**src/rtl/player_input_arbiter_pkg.sv**
```systemverilog
`default_nettype none
// +----------------------------------------------------------------------------+
// | input_arb_pkg : shared constants and state types for player_input_arbiter |
// | Rev 1.0 - initial release                                                  |
// +----------------------------------------------------------------------------+
package input_arb_pkg;

   // Bit positions in the 8-bit {coin,start2,start1,fire,U,D,L,R} pad word
   localparam int CTRL_R      = 0;
   localparam int CTRL_L      = 1;
   localparam int CTRL_D      = 2;
   localparam int CTRL_U      = 3;
   localparam int CTRL_FIRE   = 4;
   localparam int CTRL_START1 = 5;
   localparam int CTRL_START2 = 6;
   localparam int CTRL_COIN   = 7;

   typedef enum logic [0:0] {
      SETTLE = 1'b0,
      RUN    = 1'b1
   } main_state_t;

   typedef enum logic [1:0] {
      IDLE  = 2'd0,
      PULSE = 2'd1,
      GAP   = 2'd2
   } coin_state_t;

   function automatic int max2(input int a, input int b);
      return (a > b) ? a : b;
   endfunction

endpackage
`default_nettype wire

```
**src/rtl/player_input_arbiter_if.sv**
```systemverilog
`default_nettype none
// +----------------------------------------------------------------------------+
// | player_input_arbiter_if : pad inputs and player outputs of the arbiter     |
// | Rev 1.0 - initial release                                                  |
// +----------------------------------------------------------------------------+
interface player_input_arbiter_if;
   logic       db_ena;
   logic       db_two;
   logic [7:0] usb0;
   logic [7:0] usb1;
   logic [7:0] db1;
   logic [7:0] db2;
   logic       db1_menu;
   logic [6:0] p0_ctrl;
   logic [6:0] p1_ctrl;
   logic       coin_pulse;
   logic       osd_req;
   logic       settling;

   modport master (
      output db_ena, db_two, usb0, usb1, db1, db2, db1_menu,
      input  p0_ctrl, p1_ctrl, coin_pulse, osd_req, settling
   );

   modport slave (
      input  db_ena, db_two, usb0, usb1, db1, db2, db1_menu,
      output p0_ctrl, p1_ctrl, coin_pulse, osd_req, settling
   );
endinterface
`default_nettype wire

```
**src/rtl/player_input_arbiter_coin_pulse_gen.sv**
```systemverilog
`default_nettype none
// +----------------------------------------------------------------------------+
// | coin_pulse_gen : coin edge -> fixed-width pulse, min gap, one pending edge |
// | Rev 1.0 - initial release                                                  |
// +----------------------------------------------------------------------------+
module coin_pulse_gen
   import input_arb_pkg::*;
#(
   parameter int COIN_PULSE = 600000,
   parameter int COIN_GAP   = 600000
) (
   input  wire logic clk,
   input  wire logic rst,
   input  wire logic i_enable,
   input  wire logic i_abort,
   input  wire logic i_coin,
   output logic      o_pulse
);
   localparam int CNT_W = $clog2(max2(COIN_PULSE, COIN_GAP)) + 1;
   localparam logic [CNT_W-1:0] c_pulse_last = CNT_W'(COIN_PULSE - 1);
   localparam logic [CNT_W-1:0] c_gap_last   = CNT_W'(COIN_GAP - 1);

   coin_state_t      r_state, w_state_nxt;
   logic [CNT_W-1:0] r_cnt, w_cnt_nxt;
   logic             r_pend, w_pend_nxt;
   logic             r_coin_q;
   logic             r_pulse;
   logic             w_rise;

   assign w_rise  = i_enable & i_coin & ~r_coin_q;
   assign o_pulse = r_pulse;

   // A pending edge is served by passing through IDLE, so the low time is COIN_GAP+1
   always_comb begin
      w_state_nxt = r_state;
      w_cnt_nxt   = r_cnt;
      w_pend_nxt  = r_pend;
      if (i_abort) begin
         w_state_nxt = IDLE;
         w_cnt_nxt   = '0;
         w_pend_nxt  = 1'b0;
      end else begin
         case (r_state)
            IDLE: begin
               if (r_pend || w_rise) begin
                  w_state_nxt = PULSE;
                  w_cnt_nxt   = '0;
                  w_pend_nxt  = 1'b0;
               end
            end
            PULSE: begin
               if (w_rise) w_pend_nxt = 1'b1;
               if (r_cnt == c_pulse_last) begin
                  w_state_nxt = GAP;
                  w_cnt_nxt   = '0;
               end else begin
                  w_cnt_nxt = r_cnt + CNT_W'(1);
               end
            end
            GAP: begin
               if (w_rise) w_pend_nxt = 1'b1;
               if (r_cnt == c_gap_last) begin
                  w_state_nxt = IDLE;
                  w_cnt_nxt   = '0;
               end else begin
                  w_cnt_nxt = r_cnt + CNT_W'(1);
               end
            end
            default: begin
               w_state_nxt = IDLE;
               w_cnt_nxt   = '0;
            end
         endcase
      end
   end

   always_ff @(posedge clk or posedge rst) begin
      if (rst) begin
         r_state  <= IDLE;
         r_cnt    <= '0;
         r_pend   <= 1'b0;
         r_coin_q <= 1'b0;
         r_pulse  <= 1'b0;
      end else begin
         r_state  <= w_state_nxt;
         r_cnt    <= w_cnt_nxt;
         r_pend   <= w_pend_nxt;
         r_coin_q <= i_coin;
         r_pulse  <= (w_state_nxt == PULSE);
      end
   end

endmodule
`default_nettype wire

```
**src/rtl/player_input_arbiter.sv**
```systemverilog
`default_nettype none
// +----------------------------------------------------------------------------+
// | player_input_arbiter : pad source select, settle mask, coin and OSD combo  |
// | Rev 1.0 - optional combo detector enabled by INPUT_ARB_OSD_COMBO_EN        |
// +----------------------------------------------------------------------------+
module player_input_arbiter
   import input_arb_pkg::*;
#(
   parameter int SETTLE_CYCLES = 120000,
   parameter int COIN_PULSE    = 600000,
   parameter int COIN_GAP      = 600000,
   parameter int COMBO_CYCLES  = 6000000
) (
   input  wire logic             clk_sys,
   input  wire logic             RESET,
   player_input_arbiter_if.slave bus
);
   localparam int CNT_W = $clog2(max2(max2(SETTLE_CYCLES, COIN_PULSE),
                                      max2(COIN_GAP, COMBO_CYCLES))) + 1;
   localparam logic [CNT_W-1:0] c_settle_last = CNT_W'(SETTLE_CYCLES - 1);
   localparam logic [6:0]       c_p1_keep     = 7'b0011111;

   logic             r_db_ena, r_db_two;
   logic [7:0]       r_usb0, r_usb1, r_db1, r_db2;
   logic [1:0]       r_cfg_q;
   main_state_t      r_state, w_state_nxt;
   logic [CNT_W-1:0] r_settle_cnt, w_settle_nxt;
   logic [6:0]       r_p0, r_p1, w_p0_nxt, w_p1_nxt;
   logic [7:0]       w_src0, w_src1;
   logic             w_cfg_chg, w_enter_settle, w_coin, w_start1_mask, w_coin_pulse;

   always_comb begin
      w_src0 = r_usb0;
      w_src1 = r_usb1;
      if (r_db_ena) begin
         w_src0 = r_db1;
         w_src1 = r_db_two ? r_db2 : r_usb0;
      end
   end

   assign w_coin    = w_src0[CTRL_COIN] | w_src1[CTRL_COIN];
   assign w_cfg_chg = ({r_db_ena, r_db_two} != r_cfg_q);

   always_comb begin
      w_state_nxt    = r_state;
      w_settle_nxt   = r_settle_cnt;
      w_enter_settle = 1'b0;
      case (r_state)
         SETTLE: begin
            if (r_settle_cnt == c_settle_last) begin
               w_state_nxt  = RUN;
               w_settle_nxt = '0;
            end else begin
               w_settle_nxt = r_settle_cnt + CNT_W'(1);
            end
         end
         RUN: begin
            if (w_cfg_chg) begin
               w_state_nxt    = SETTLE;
               w_settle_nxt   = '0;
               w_enter_settle = 1'b1;
            end
         end
         default: begin
            w_state_nxt  = SETTLE;
            w_settle_nxt = '0;
         end
      endcase

      // Outputs are zeroed on the same edge the FSM enters SETTLE
      w_p0_nxt = '0;
      w_p1_nxt = '0;
      if (w_state_nxt == RUN) begin
         w_p0_nxt              = w_src0[6:0];
         w_p0_nxt[CTRL_START1] = w_src0[CTRL_START1] & ~w_start1_mask;
         w_p1_nxt              = w_src1[6:0] & c_p1_keep;
      end
   end

   always_ff @(posedge clk_sys or posedge RESET) begin
      if (RESET) begin
         r_db_ena     <= 1'b0;
         r_db_two     <= 1'b0;
         r_usb0       <= '0;
         r_usb1       <= '0;
         r_db1        <= '0;
         r_db2        <= '0;
         r_cfg_q      <= '0;
         r_state      <= SETTLE;
         r_settle_cnt <= '0;
         r_p0         <= '0;
         r_p1         <= '0;
      end else begin
         r_db_ena     <= bus.db_ena;
         r_db_two     <= bus.db_two;
         r_usb0       <= bus.usb0;
         r_usb1       <= bus.usb1;
         r_db1        <= bus.db1;
         r_db2        <= bus.db2;
         r_cfg_q      <= {r_db_ena, r_db_two};
         r_state      <= w_state_nxt;
         r_settle_cnt <= w_settle_nxt;
         r_p0         <= w_p0_nxt;
         r_p1         <= w_p1_nxt;
      end
   end

`ifdef INPUT_ARB_OSD_COMBO_EN
   localparam logic [CNT_W-1:0] c_combo_last = CNT_W'(COMBO_CYCLES - 1);

   logic             r_db1_menu, r_osd_req, w_combo_hold;
   logic [CNT_W-1:0] r_combo_cnt;

   assign w_combo_hold  = (r_state == RUN) & r_db_ena & r_db1[CTRL_START1] & r_db1_menu;
   assign w_start1_mask = w_combo_hold | r_osd_req;
   assign bus.osd_req   = r_osd_req;

   always_ff @(posedge clk_sys or posedge RESET) begin
      if (RESET) begin
         r_db1_menu  <= 1'b0;
         r_combo_cnt <= '0;
         r_osd_req   <= 1'b0;
      end else begin
         r_db1_menu <= bus.db1_menu;
         if (!w_combo_hold) begin
            r_combo_cnt <= '0;
            r_osd_req   <= 1'b0;
         end else if (r_combo_cnt == c_combo_last) begin
            r_osd_req <= 1'b1;
         end else begin
            r_combo_cnt <= r_combo_cnt + CNT_W'(1);
         end
      end
   end
`else
   assign w_start1_mask = 1'b0;
   assign bus.osd_req   = 1'b0;
`endif

   coin_pulse_gen #(
      .COIN_PULSE (COIN_PULSE),
      .COIN_GAP   (COIN_GAP)
   ) u_coin (
      .clk      (clk_sys),
      .rst      (RESET),
      .i_enable (r_state == RUN),
      .i_abort  (w_enter_settle),
      .i_coin   (w_coin),
      .o_pulse  (w_coin_pulse)
   );

   assign bus.p0_ctrl    = r_p0;
   assign bus.p1_ctrl    = r_p1;
   assign bus.coin_pulse = w_coin_pulse;
   assign bus.settling   = (r_state == SETTLE);

endmodule
`default_nettype wire

```
**src/flat_wrapper.sv**
```systemverilog
// flat-port wrapper written by rule: the top's interface ports become plain ports
module player_input_arbiter_flat import input_arb_pkg::*;
#(
   parameter int SETTLE_CYCLES = 120000,
   parameter int COIN_PULSE    = 600000,
   parameter int COIN_GAP      = 600000,
   parameter int COMBO_CYCLES  = 6000000
)
  (clk_sys, RESET, bus_db_ena, bus_db_two, bus_usb0, bus_usb1, bus_db1, bus_db2, bus_db1_menu, bus_p0_ctrl, bus_p1_ctrl, bus_coin_pulse, bus_osd_req, bus_settling);
  player_input_arbiter_if bus_i ();
  input  wire logic clk_sys;
  input  wire logic RESET;
  input wire logic [$bits(bus_i.db_ena)-1:0] bus_db_ena;
  input wire logic [$bits(bus_i.db_two)-1:0] bus_db_two;
  input wire logic [$bits(bus_i.usb0)-1:0] bus_usb0;
  input wire logic [$bits(bus_i.usb1)-1:0] bus_usb1;
  input wire logic [$bits(bus_i.db1)-1:0] bus_db1;
  input wire logic [$bits(bus_i.db2)-1:0] bus_db2;
  input wire logic [$bits(bus_i.db1_menu)-1:0] bus_db1_menu;
  output wire logic [$bits(bus_i.p0_ctrl)-1:0] bus_p0_ctrl;
  output wire logic [$bits(bus_i.p1_ctrl)-1:0] bus_p1_ctrl;
  output wire logic [$bits(bus_i.coin_pulse)-1:0] bus_coin_pulse;
  output wire logic [$bits(bus_i.osd_req)-1:0] bus_osd_req;
  output wire logic [$bits(bus_i.settling)-1:0] bus_settling;
  assign bus_i.db_ena = bus_db_ena;
  assign bus_i.db_two = bus_db_two;
  assign bus_i.usb0 = bus_usb0;
  assign bus_i.usb1 = bus_usb1;
  assign bus_i.db1 = bus_db1;
  assign bus_i.db2 = bus_db2;
  assign bus_i.db1_menu = bus_db1_menu;
  assign bus_p0_ctrl = bus_i.p0_ctrl;
  assign bus_p1_ctrl = bus_i.p1_ctrl;
  assign bus_coin_pulse = bus_i.coin_pulse;
  assign bus_osd_req = bus_i.osd_req;
  assign bus_settling = bus_i.settling;
  player_input_arbiter #(.SETTLE_CYCLES(SETTLE_CYCLES), .COIN_PULSE(COIN_PULSE), .COIN_GAP(COIN_GAP), .COMBO_CYCLES(COMBO_CYCLES)) u_core (.clk_sys(clk_sys), .RESET(RESET), .bus(bus_i));
endmodule
```
**config.mk**
```make
export PLATFORM = sky130hd
export DESIGN_NAME = player_input_arbiter_flat
export DESIGN_NICKNAME = d
export VERILOG_FILES = /design/src/rtl/player_input_arbiter_pkg.sv /design/src/rtl/player_input_arbiter_if.sv /design/src/rtl/player_input_arbiter_coin_pulse_gen.sv /design/src/rtl/player_input_arbiter.sv /design/src/flat_wrapper.sv
export SDC_FILE = /design/constraint.sdc
export NUM_CORES = 1
export LEC_CHECK = 0
export ABC_AREA = 1
export BUFFER_PORTS_ARGS = -buffer_cell sky130_fd_sc_hd__clkbuf_2
export CAP_MARGIN = 20
export CORE_AREA = 2 2 115 117
export DETAILED_ROUTE_END_ITERATION = 10
export DIE_AREA = 0 0 117 119
export SETUP_SLACK_MARGIN = 0.1
export SLEW_MARGIN = 20
export SYNTH_ARGS = -nofsm -noshare
export SYNTH_HDL_FRONTEND = slang
export SYNTH_SLANG_ARGS = --single-unit
export TNS_END_PERCENT = 1
```
**constraint.sdc**
```tcl
create_clock -name clk_sys -period 2.73 [get_ports clk_sys]
set_input_delay 0 -clock clk_sys [delete_from_list [all_inputs] [get_ports clk_sys]]
set_output_delay 0 -clock clk_sys [all_outputs]
set_load 0.02 [all_outputs]
```
==> results.tsv, run 1 <==
stage	metric	value	unit
power_and_ir_drop	Pleak	2.865	nW
drt	residual DRC count	0	
timing	Worst Max-Slew Pin Slew	0.5686	ns
power_and_ir_drop	Net Switching	0.6714	mW
floorplan	DIE AREA	0.01392	sq mm
place	Port Buffers	45	
timing	number of hold violations in the final report	0	
clocking	# hold bufs at CTS	31	
power_and_ir_drop	Clk pwr share	45.9	%
power_and_ir_drop	power density over the cells	482.9	mW/mm^2
power_and_ir_drop	Reg power frac	49.8	%
synthesis	Post-Syn Instances	647	
clocking	Root Buffer	clkbuf_16	
grt	gr ovfl total	0	
clocking	clock latency on the worst-skew pair	0.34	ns
clocking	H-tree depth	3	
drt	Post-Route M1 WL	5350	microns
grt	largest net degree at the start of global routing	47	
synthesis	synth unique cells	41	
power_and_ir_drop	maximum VDD drop	0.3207	mV
worst_setup_path	worst path arrival time	2.31	ns
drt	Initial DRC Count	320	
synthesis	synthesized area per cell	7.739	sq um
worst_hold_path	Hold Path Class	input pin to async pin	
drt	vias per cell	4.803	
worst_setup_path	CP max-delay cell	dfrtp_1	
worst_setup_path	Crit Path Class	register to register	
drt	uppermost layer routed	met4	
drt	wire length on met2	5500	microns
drt	Avg WL per Cell	12.77	microns
power_and_ir_drop	Internal Power	2.231	mW
clocking	Num CTS Buffers	9	
worst_setup_path	CP Data Required Time	2.99	ns
timing	f_max	0.4866	GHz
timing	RSZ-0062 raised after global routing	false	
synthesis	#FFs+latches synth	95	
synthesis	sequential element share of the synthesized area	47.48	%
place	Routability Congestion	0.9533	
floorplan	core area	0.01287	sq mm
floorplan	DIE HEIGHT	119	microns
drt	DRT Wirelength	11530	microns
worst_setup_path	CP Max Fanout	17	
floorplan	Die Wd	117	microns
final_layout	nets	765	
clocking	CTS tree	built	
grt	number of global-route vias before repair	4316	
drt	detailed-routed wire length on met3	527	microns
grt	Global Route Usage Sum	17.81	%
clocking	# resized after CTS	0	
timing	clk_skew	0.007766	ns
place	hpwl dp	8146	microns
worst_setup_path	delay-heaviest family, CP	simple AND/OR/NAND/NOR gates	
power_and_ir_drop	switching share of total power	23.13	%
power_and_ir_drop	Final Power	2.902	mW
worst_setup_path	CP Launch Type	register	
clocking	buffers inserted by post-CTS timing repair	0	
worst_setup_path	worst path cell trace	inv_2 -> nand2_1 -> nand2_1 -> nand2_4 -> nor2_4 -> inv_2 -> o21ai_2 -> nor2b_1	
timing	# setup viols final	0	
floorplan	I/O pin cnt	54	
grt	first-pass GRT wire length	20030	microns
worst_setup_path	number of buffer and inverter stages on the critical path	2	
final_layout	most common cell after layout, fill and taps aside	nand2_1	
status	status	complete, no violations	
worst_setup_path	CP max stage delay	0.54	ns
clocking	CTS max path bufs	2	
run	max-cap violations	0	
clocking	clk sinks	95	
floorplan	# rows	42	
final_layout	antenna cell count	0	
synthesis	Post-Syn Area	0.005007	sq mm
worst_setup_path	CP endpoint kind	register	
drt	number of iterations in the first detailed-routing pass	5	
final_layout	share of layout cells above drive strength 1	12.93	%
final_layout	Layout Area Growth over Synthesis	20.04	%
drt	Final ANT Viol Nets	0	
final_layout	most frequent cells in the layout	nand2_1, dfrtp_1, inv_1	
timing	shortest period the worst path allows	2.055	ns
drt	routed vias	4337	
power_and_ir_drop	combinational share of power	4.3	%
timing	Slew headroom	62.09	%
timing	total negative slack	0	ns
timing	Final Max Slew Viols	0	
clocking	Clk pin slew, worst setup/hold paths	0.07	ns
synthesis	YS warnings	0	
timing	Tcrit/Tclk final	75.27	%
grt	initial antenna violation count	0	
floorplan	starting density of the core	38.89	%
[registers in the layout (all words and copies together) (netlist names)]
register                count
u_core.r_settle_cnt        24
u_core.u_coin.r_cnt        21
u_core.r_db1                8
u_core.r_usb0               8
u_core.bus.p0_ctrl          7
u_core.r_db2                6
u_core.r_usb1               6
u_core.bus.p1_ctrl          5
u_core.r_cfg_q              2
u_core.u_coin.r_state       2
u_core.r_db_ena             1
u_core.r_db_two             1
u_core.r_state              1
u_core.u_coin.o_pulse       1
u_core.u_coin.r_coin_q      1
u_core.u_coin.r_pend        1
[worst register-to-register path: stages (launching register included)]
cell and delay [ns]:
dfrtp_1 0.54, inv_2 0.29, nand2_1 0.09, nand2_1 0.10, nand2_4 0.09, nor2_4 0.23
inv_2 0.20, o21ai_2 0.22, nor2b_1 0.23
[cells by family (layout without fill, tap and decap cells)]
group	after synthesis	after routing	synth area share [%]
buffers and inverters	96	174	8.246
XOR/XNOR	14	14	2.449
other	1	3	0.07489
flip-flops	95	95	47.48
adder cells (fa/ha/maj)	6	6	1.499
AO/OA/AOI/OAI	45	45	4.973
AND/OR/NAND/NOR	390	390	35.28
[layer usage]
layer  GRT usage [%]  up-vias
met4           5.441        0
met1           25.17     2010
met3           1.985       15
met5               0        -
li1                -     2197
met2           28.72      115
[cell usage after synthesis (all sizes together)]
cell type | number | share of area (%)
xor2 | 13 | 2.3
buf | 16 | 2.2
or2 | 3 | 0.37
clkinv | 1 | 0.075
nor2b | 3 | 0.37
o21ai | 25 | 2.6
a2bb2oi | 1 | 0.17
xnor2 | 1 | 0.17
nand3b | 1 | 0.15
ha | 6 | 1.5
o22ai | 4 | 0.50
conb | 1 | 0.075
o211ai | 1 | 0.15
a21oi | 12 | 1.3
o21bai | 2 | 0.30
nor3 | 16 | 1.6
nand4 | 25 | 3.1
nand2 | 195 | 15
clkbuf | 3 | 0.22
inv | 76 | 5.7
dfrtp | 95 | 47
nor3b | 1 | 0.15
and2 | 8 | 1.0
nor2 | 72 | 6.0
and2b | 2 | 0.30
nand3 | 64 | 6.9
[final timing paths]
path / cells after the start / end / from / slack, ns
min reg2reg: 2 / u_core.bus.p1_ctrl[0]$_DFF_PP0_ / u_core.r_usb1[0]$_DFF_PP0_ / 0.51
min in group clk_sys: 2 / u_core.r_db1[2]$_DFF_PP0_ / bus_db1[2] / 0.30
max reg2reg: 8 / u_core.bus.p1_ctrl[4]$_DFF_PP0_ / u_core.r_db_ena$_DFF_PP0_ / 0.68
max in group asynchronous: 4 / u_core.r_usb0[7]$_DFF_PP0_ / RESET / 1.69
max: 8 / u_core.bus.p1_ctrl[4]$_DFF_PP0_ / u_core.r_db_ena$_DFF_PP0_ / 0.68
min: 3 / u_core.r_settle_cnt[3]$_DFFE_PP0P_ / RESET / 0.26
[per-stage QoR]
stage                     std cells  hold slack (ns)  setup WS, ns  util (%)  instance area (sq um)
final                           903           0.2596        0.6751     46.69                   6011
after detailed placement        856           0.1010        0.6528     41.78                   5379
after global placement          856          0.09405        0.7358     41.78                   5379
after CTS                       903           0.2829        0.6331     46.69                   6011
after floorplan                 649          0.03143        0.2530         -                   5015
after global routing            903           0.2912        0.4267     46.69                   6011
[cell type report]
class	instances	area [sq um]
repair buffers	81	573.1
clock inverters	7	96.34
flip-flops and latches	95	2377
inverters	77	294.0
multi-input cells	458	2225
well taps	176	220.2
fillers	1272	6864
clock buffers	9	225.2
[power groups by stage]
stage	logic (mW)	registers, mW	clock network, mW
floorplan	0.0638	1.47	0
global placement	0.0920	1.47	0
detailed placement	0.0941	1.47	0
CTS	0.128	1.44	1.36
global route	0.145	1.45	1.43
finish	0.126	1.44	1.33
No activity file was read; power rests on OpenSTA's default activity.
==> run 2, diff against run 1 <==
==> constraint.sdc (replaced) <==
create_clock -name clk_sys -period 1.8 [get_ports clk_sys]
set_input_delay 0 -clock clk_sys [delete_from_list [all_inputs] [get_ports clk_sys]]
set_output_delay 0 -clock clk_sys [all_outputs]
set_load 0.02 [all_outputs]
==> run 2 against run 1 <==
Final area is 4.2% higher. Core utilization is 2.0 points higher. Power is 49% higher. Highest routed layer unchanged. Clock-buffer cell count is 1 higher. Wire length is 5.7% higher. Worst setup slack worse by 0.51 ns. Fmax is 26% higher. Critical endpoint is now u_core.r_settle_cnt[10]$_DFFE_PP0P_. Critical path type unchanged. Sequential share of layout area is 1.5 points lower.
==> results.tsv, run 2 (synthesis gave the netlist of run 1 again) <==
stage	metric	value	unit
power_and_ir_drop	Net Switching	1.034	mW
power_and_ir_drop	Final Power	4.320	mW
power_and_ir_drop	combinational share of power	4.9	%
drt	vias per cell	4.741	
final_layout	register area	0.002382	sq mm
power_and_ir_drop	switching share of total power	23.94	%
power_and_ir_drop	Reg power frac	50.6	%
worst_setup_path	Critical Path Start	u_core.r_settle_cnt[0]$_DFFE_PP0P_	
place	Port Buffers	45	
worst_setup_path	worst path arrival time	1.87	ns
drt	residual DRC count	0	
floorplan	I/O pin cnt	54	
floorplan	# rows	42	
timing	total negative slack	0	ns
worst_setup_path	CP Launch Type	register	
final_layout	max reg flops	24	
drt	number of iterations in the first detailed-routing pass	5	
drt	DRT Wirelength	12190	microns
clocking	H-tree depth	3	
grt	Global Route Usage Sum	19.01	%
final_layout	share of layout cells above drive strength 1	17.71	%
final_layout	nets	789	
power_and_ir_drop	maximum VDD drop	0.5755	mV
timing	number of hold violations in the final report	0	
floorplan	core area	0.01287	sq mm
grt	first-pass GRT wire length	20890	microns
timing	clk_skew	0.01107	ns
drt	routed vias	4395	
final_layout	most frequent cells in the layout	nand2_1, dfrtp_1, inv_1	
worst_setup_path	Crit Path Class	register to register	
worst_setup_path	CP endpoint kind	register	
floorplan	Die Wd	117	microns
power_and_ir_drop	Clk pwr share	44.5	%
final_layout	Most flops, register	u_core.r_settle_cnt	
grt	gr ovfl total	0	
final_layout	Top Registers	u_core.r_settle_cnt: 24 flops, u_core.u_coin.r_cnt: 21 flops	
power_and_ir_drop	Pleak	2.980	nW
worst_setup_path	CP Max Fanout	4	
clocking	CTS max path bufs	2	
floorplan	DIE AREA	0.01392	sq mm
drt	Final ANT Viol Nets	0	
worst_hold_path	Hold Path Class	input pin to async pin	
floorplan	starting density of the core	38.89	%
timing	# setup viols final	0	
timing	RSZ-0062 raised after global routing	true	
power_and_ir_drop	power density over the cells	689.8	mW/mm^2
timing	Final Max Slew Viols	0	
timing	shortest period the worst path allows	1.634	ns
final_layout	most common cell after layout, fill and taps aside	nand2_1	
floorplan	DIE HEIGHT	119	microns
timing	Tcrit/Tclk final	90.78	%
grt	initial antenna violation count	0	
place	hpwl dp	8708	microns
clocking	CTS tree	built	
clocking	Root Buffer	clkbuf_16	
final_layout	Layout Area Growth over Synthesis	25.06	%
final_layout	area of the multi-input gates	0.002285	sq mm
final_layout	antenna cell count	0	
drt	Initial DRC Count	275	
worst_setup_path	CP Data Required Time	2.04	ns
clocking	clk sinks	95	
power_and_ir_drop	Internal Power	3.285	mW
grt	number of global-route vias before repair	4308	
final_layout	Fillers	1267	
run	max-cap violations	0	
place	Routability Congestion	0.9201	
clocking	clock latency on the worst-skew pair	0.36	ns
clocking	Num CTS Buffers	9	
drt	Avg WL per Cell	13.15	microns
grt	largest net degree at the start of global routing	47	
timing	f_max	0.6120	GHz
status	status	complete, no violations	
clocking	Clk pin slew, worst setup/hold paths	0.07	ns
worst_setup_path	reg2reg start	u_core.r_settle_cnt[0]$_DFFE_PP0P_	
[run 2: worst max-delay path, stage by stage (launching register included)]
cell and delay (ns):
dfrtp_1 0.39, ha_1 0.18, nand2_1 0.10, nor2_4 0.16, nand2_2 0.09, nor2_4 0.17
nand2_1 0.12, xor2_1 0.16, nand3_1 0.06, o21ai_0 0.07
[run 2: per-layer routing]
layer / part of all wire [%] / vias to the layer above / wire, microns / GRT usage (%)
met2: 47 / 75 / 5734 / 29.66
met5: 0 / - / 0 / 0
met1: 48 / 2051 / 5789 / 26.38
li1: - / 2251 / - / -
met3: 3.8 / 18 / 463 / 3.359
met4: 1.6 / 0 / 199 / 7.132
[run 2: area by class of cell]
cell class	count	share of cell area [%]
repair buffers	105	12.49
flip-flops and latches	95	38.04
clock inverters	6	0.9391
well taps	176	3.516
inverters	77	4.715
multi-input cells	458	36.48
clock buffers	10	3.816
[run 2: through the flow]
step,hold slack [ns],instance area [sq um],worst slack (ns),utilization [%],std cells
floorplan,0.03143,5019,0.2136,-,649
global placement,0.03021,5570,0.03368,43.27,878
detailed placement,0.03263,5570,0.08699,43.27,878
CTS,0.2066,6181,0.09244,48.01,925
global route,0.2585,6262,0.07509,48.64,927
finish,0.2053,6262,0.1659,48.64,927
[run 2: timing repair]
action,4_1_cts,5_1_grt
hold endpoints to repair,44,0
pin swaps,0,3
setup buffers,0,2
resized for setup,1,20
setup endpoints to repair,7,42
hold buffers,31,0
[run 2: final timing paths]
| path | to | slack, ns | cells after the start |
|---|---|---|---|
| max in group asynchronous | u_core.r_settle_cnt[6]$_DFFE_PP0P_ | 1.01 | 4 |
| min in group clk_sys | u_core.r_db1[4]$_DFF_PP0_ | 0.28 | 2 |
| min reg2reg | u_core.r_cfg_q[0]$_DFF_PP0_ | 0.48 | 0 |
| min | u_core.u_coin.r_cnt[9]$_DFFE_PP0P_ | 0.21 | 3 |
| max reg2reg | u_core.r_settle_cnt[10]$_DFFE_PP0P_ | 0.17 | 9 |
| max | u_core.r_settle_cnt[10]$_DFFE_PP0P_ | 0.17 | 9 |
[run 2: power groups by stage]
| stage | combinational (mW) | sequential (mW) | clock [mW] |
|---|---|---|---|
| 6_report | 0.210 | 2.19 | 1.92 |
| 5_1_grt | 0.240 | 2.19 | 2.07 |
| 4_1_cts | 0.211 | 2.19 | 1.97 |
| 3_5_place_dp | 0.159 | 2.23 | 0 |
| 3_3_place_gp | 0.157 | 2.23 | 0 |
| 2_1_floorplan | 0.0973 | 2.22 | 0 |
==> run 3, diff against run 2 <==
--- a/config.mk
+++ b/config.mk
@@ -8,9 +8,10 @@
 export ABC_AREA = 1
 export BUFFER_PORTS_ARGS = -buffer_cell sky130_fd_sc_hd__clkbuf_2
 export CAP_MARGIN = 20
-export CORE_AREA = 2 2 115 117
+export CORE_AREA = 2 2 101 103
 export DETAILED_ROUTE_END_ITERATION = 10
-export DIE_AREA = 0 0 117 119
+export DIE_AREA = 0 0 103 105
+export PLACE_DENSITY = 0.74
 export SETUP_SLACK_MARGIN = 0.1
 export SLEW_MARGIN = 20
 export SYNTH_ARGS = -nofsm -noshare
==> run 3 against run 2 <==
First-iteration DRC count decreased by 15%. Clock skew increased by 0.0068 ns. Global-route usage increased by 4.2 points. Critical path type unchanged. Combinational power about the same. Critical endpoint is now u_core.r_settle_cnt[13]$_DFFE_PP0P_. Wire length decreased by 3.1%. Register-to-register slack got worse by 0.02 ns. Fmax decreased by 1.2%.
==> results.tsv, run 3 (synthesis gave the netlist of run 1 again) <==
stage	metric	value	unit
timing	clk_skew	0.01786	ns
floorplan	I/O pin cnt	54	
drt	DRT Wirelength	11810	microns
clocking	Clk pin slew, worst setup/hold paths	0.11	ns
place	Port Buffers	45	
status	status	complete, no violations	
place	hpwl dp	7969	microns
timing	shortest period the worst path allows	1.653	ns
clocking	Root Buffer	clkbuf_8	
drt	residual DRC count	0	
grt	first-pass GRT wire length	19960	microns
worst_setup_path	CP max stage delay	0.43	ns
drt	vias per cell	5.130	
final_layout	most frequent cells in the layout	nand2_1, dfrtp_1, inv_1	
final_layout	Layout Area Growth over Synthesis	19.79	%
grt	number of global-route vias before repair	4287	
clocking	clock latency on the worst-skew pair	0.37	ns
final_layout	Most flops, register	u_core.r_settle_cnt	
worst_setup_path	CP endpoint kind	register	
final_layout	share of layout cells above drive strength 1	15.50	%
worst_setup_path	worst path cell trace	nand3_1 -> inv_1 -> nand2_1 -> inv_2 -> nand2_1 -> nor2_1 -> nor2_1 -> o21ai_1 -> o21ai_0	
final_layout	nets	780	
timing	Final Max Slew Viols	0	
clocking	CTS tree	built	
timing	f_max	0.6049	GHz
power_and_ir_drop	power density over the cells	639.2	mW/mm^2
floorplan	Die Wd	103	microns
place	Post-DP Area	0.005436	sq mm
timing	hold_ws	0.2740	ns
floorplan	# rows	36	
place	worst slack at placement	0.1075	ns
final_layout	Fillers	859	
worst_setup_path	CP Launch Type	register	
grt	initial antenna violation count	0	
power_and_ir_drop	Pleak	2.888	nW
floorplan	DIE HEIGHT	105	microns
worst_setup_path	CP Data Required Time	2.05	ns
clocking	clk sinks	95	
clocking	H-tree depth	3	
clocking	CTS max path bufs	2	
timing	RSZ-0062 raised after global routing	true	
clocking	Num CTS Buffers	9	
timing	Tcrit/Tclk final	91.84	%
drt	Avg WL per Cell	13.50	microns
grt	Global Route Usage Sum	23.20	%
drt	routed vias	4489	
timing	Setup WS post-layout	0.1469	ns
timing	number of hold violations in the final report	0	
worst_setup_path	CP Max Fanout	4	
final_layout	final core utilization	62.23	%
floorplan	starting density of the core	51.95	%
worst_setup_path	Crit Path Class	register to register	
worst_hold_path	Hold Path Class	input pin to register	
run	max-cap violations	0	
final_layout	cell area after layout	0.005998	sq mm
floorplan	DIE AREA	0.01082	sq mm
grt	largest net degree at the start of global routing	96	
final_layout	antenna cell count	0	
timing	# setup viols final	0	
worst_setup_path	worst path arrival time	1.90	ns
final_layout	most common cell after layout, fill and taps aside	nand2_1	
drt	number of iterations in the first detailed-routing pass	5	
grt	gr ovfl total	0	
timing	total negative slack	0	ns
place	Routability Congestion	0.9341	
drt	Initial DRC Count	235	
floorplan	core area	0.009639	sq mm
worst_setup_path	CP max-delay cell	dfrtp_1	
drt	Final ANT Viol Nets	0	
final_layout	max reg flops	24	
power_and_ir_drop	maximum VDD drop	0.5693	mV
final_layout	Top Registers	u_core.r_settle_cnt: 24 flops, u_core.u_coin.r_cnt: 21 flops	
==> run 3: per-layer routing <==
layer | global-route usage, % | up-vias | part of all wire, %
met3 | 4.348 | 14 | 5.0
met2 | 37.48 | 127 | 49
met4 | 5.451 | 0 | 1.1
met1 | 32.28 | 2113 | 45
met5 | 0 | - | 0
li1 | - | 2235 | -
==> run 3: power by group <==
group	internal, mW	total, mW	switching [mW]
sequential	2.17	2.19	0.0169
clock	0.556	1.44	0.882
combinational	0.0995	0.209	0.109
total	2.83	3.83	1.01
==> run 3: worst paths after layout <==
check | cells after the start | end | slack [ns] | startpoint
worst max-delay path | 9 | u_core.r_settle_cnt[13]$_DFFE_PP0P_ | 0.15 | u_core.r_settle_cnt[0]$_DFFE_PP0P_
worst min-delay path | 2 | u_core.r_db2[3]$_DFF_PP0_ | 0.27 | bus_db2[3]
worst max register to register | 9 | u_core.r_settle_cnt[13]$_DFFE_PP0P_ | 0.15 | u_core.r_settle_cnt[0]$_DFFE_PP0P_
worst min register to register | 0 | u_core.r_cfg_q[0]$_DFF_PP0_ | 0.51 | u_core.r_db_two$_DFF_PP0_
max in group asynchronous | 4 | u_core.r_db_two$_DFF_PP0_ | 1.12 | RESET
min in group asynchronous | 4 | u_core.r_db1[7]$_DFF_PP0_ | 0.30 | RESET
==> run 3: final cells by class <==
cell class	instances	area, sq um	share of cell area, %
timing repair buffer	96	701.9	11.70
inverter	77	295.3	4.923
clock buffer	9	123.9	2.065
sequential	95	2380	39.67
tap	133	166.4	2.774
clock inverter	7	81.33	1.356
multi-input combinational	458	2250	37.51
==> run 3: through the flow <==
stage,instances,power [mW]
floorplan,649,2.321
global placement,826,2.373
detailed placement,826,2.378
CTS,873,3.846
global route,875,3.982
finish,875,3.834
==> run 3: worst max-delay path, delay by kind of cell (launching register included) <==
family / cells / cell delay, ns
AOI/OAI and AO/OA: 2 / 0.21
buffers and inverters: 2 / 0.26
DFF: 1 / 0.43
and+or+nand+nor: 5 / 0.64
==> run 3: repair_timing <==
item	in CTS	in global routing
endpoints found under the hold margin	125	0
hold buffers	31	0
setup endpoints to repair	4	47
buffers inserted	0	2
resized for setup	2	7
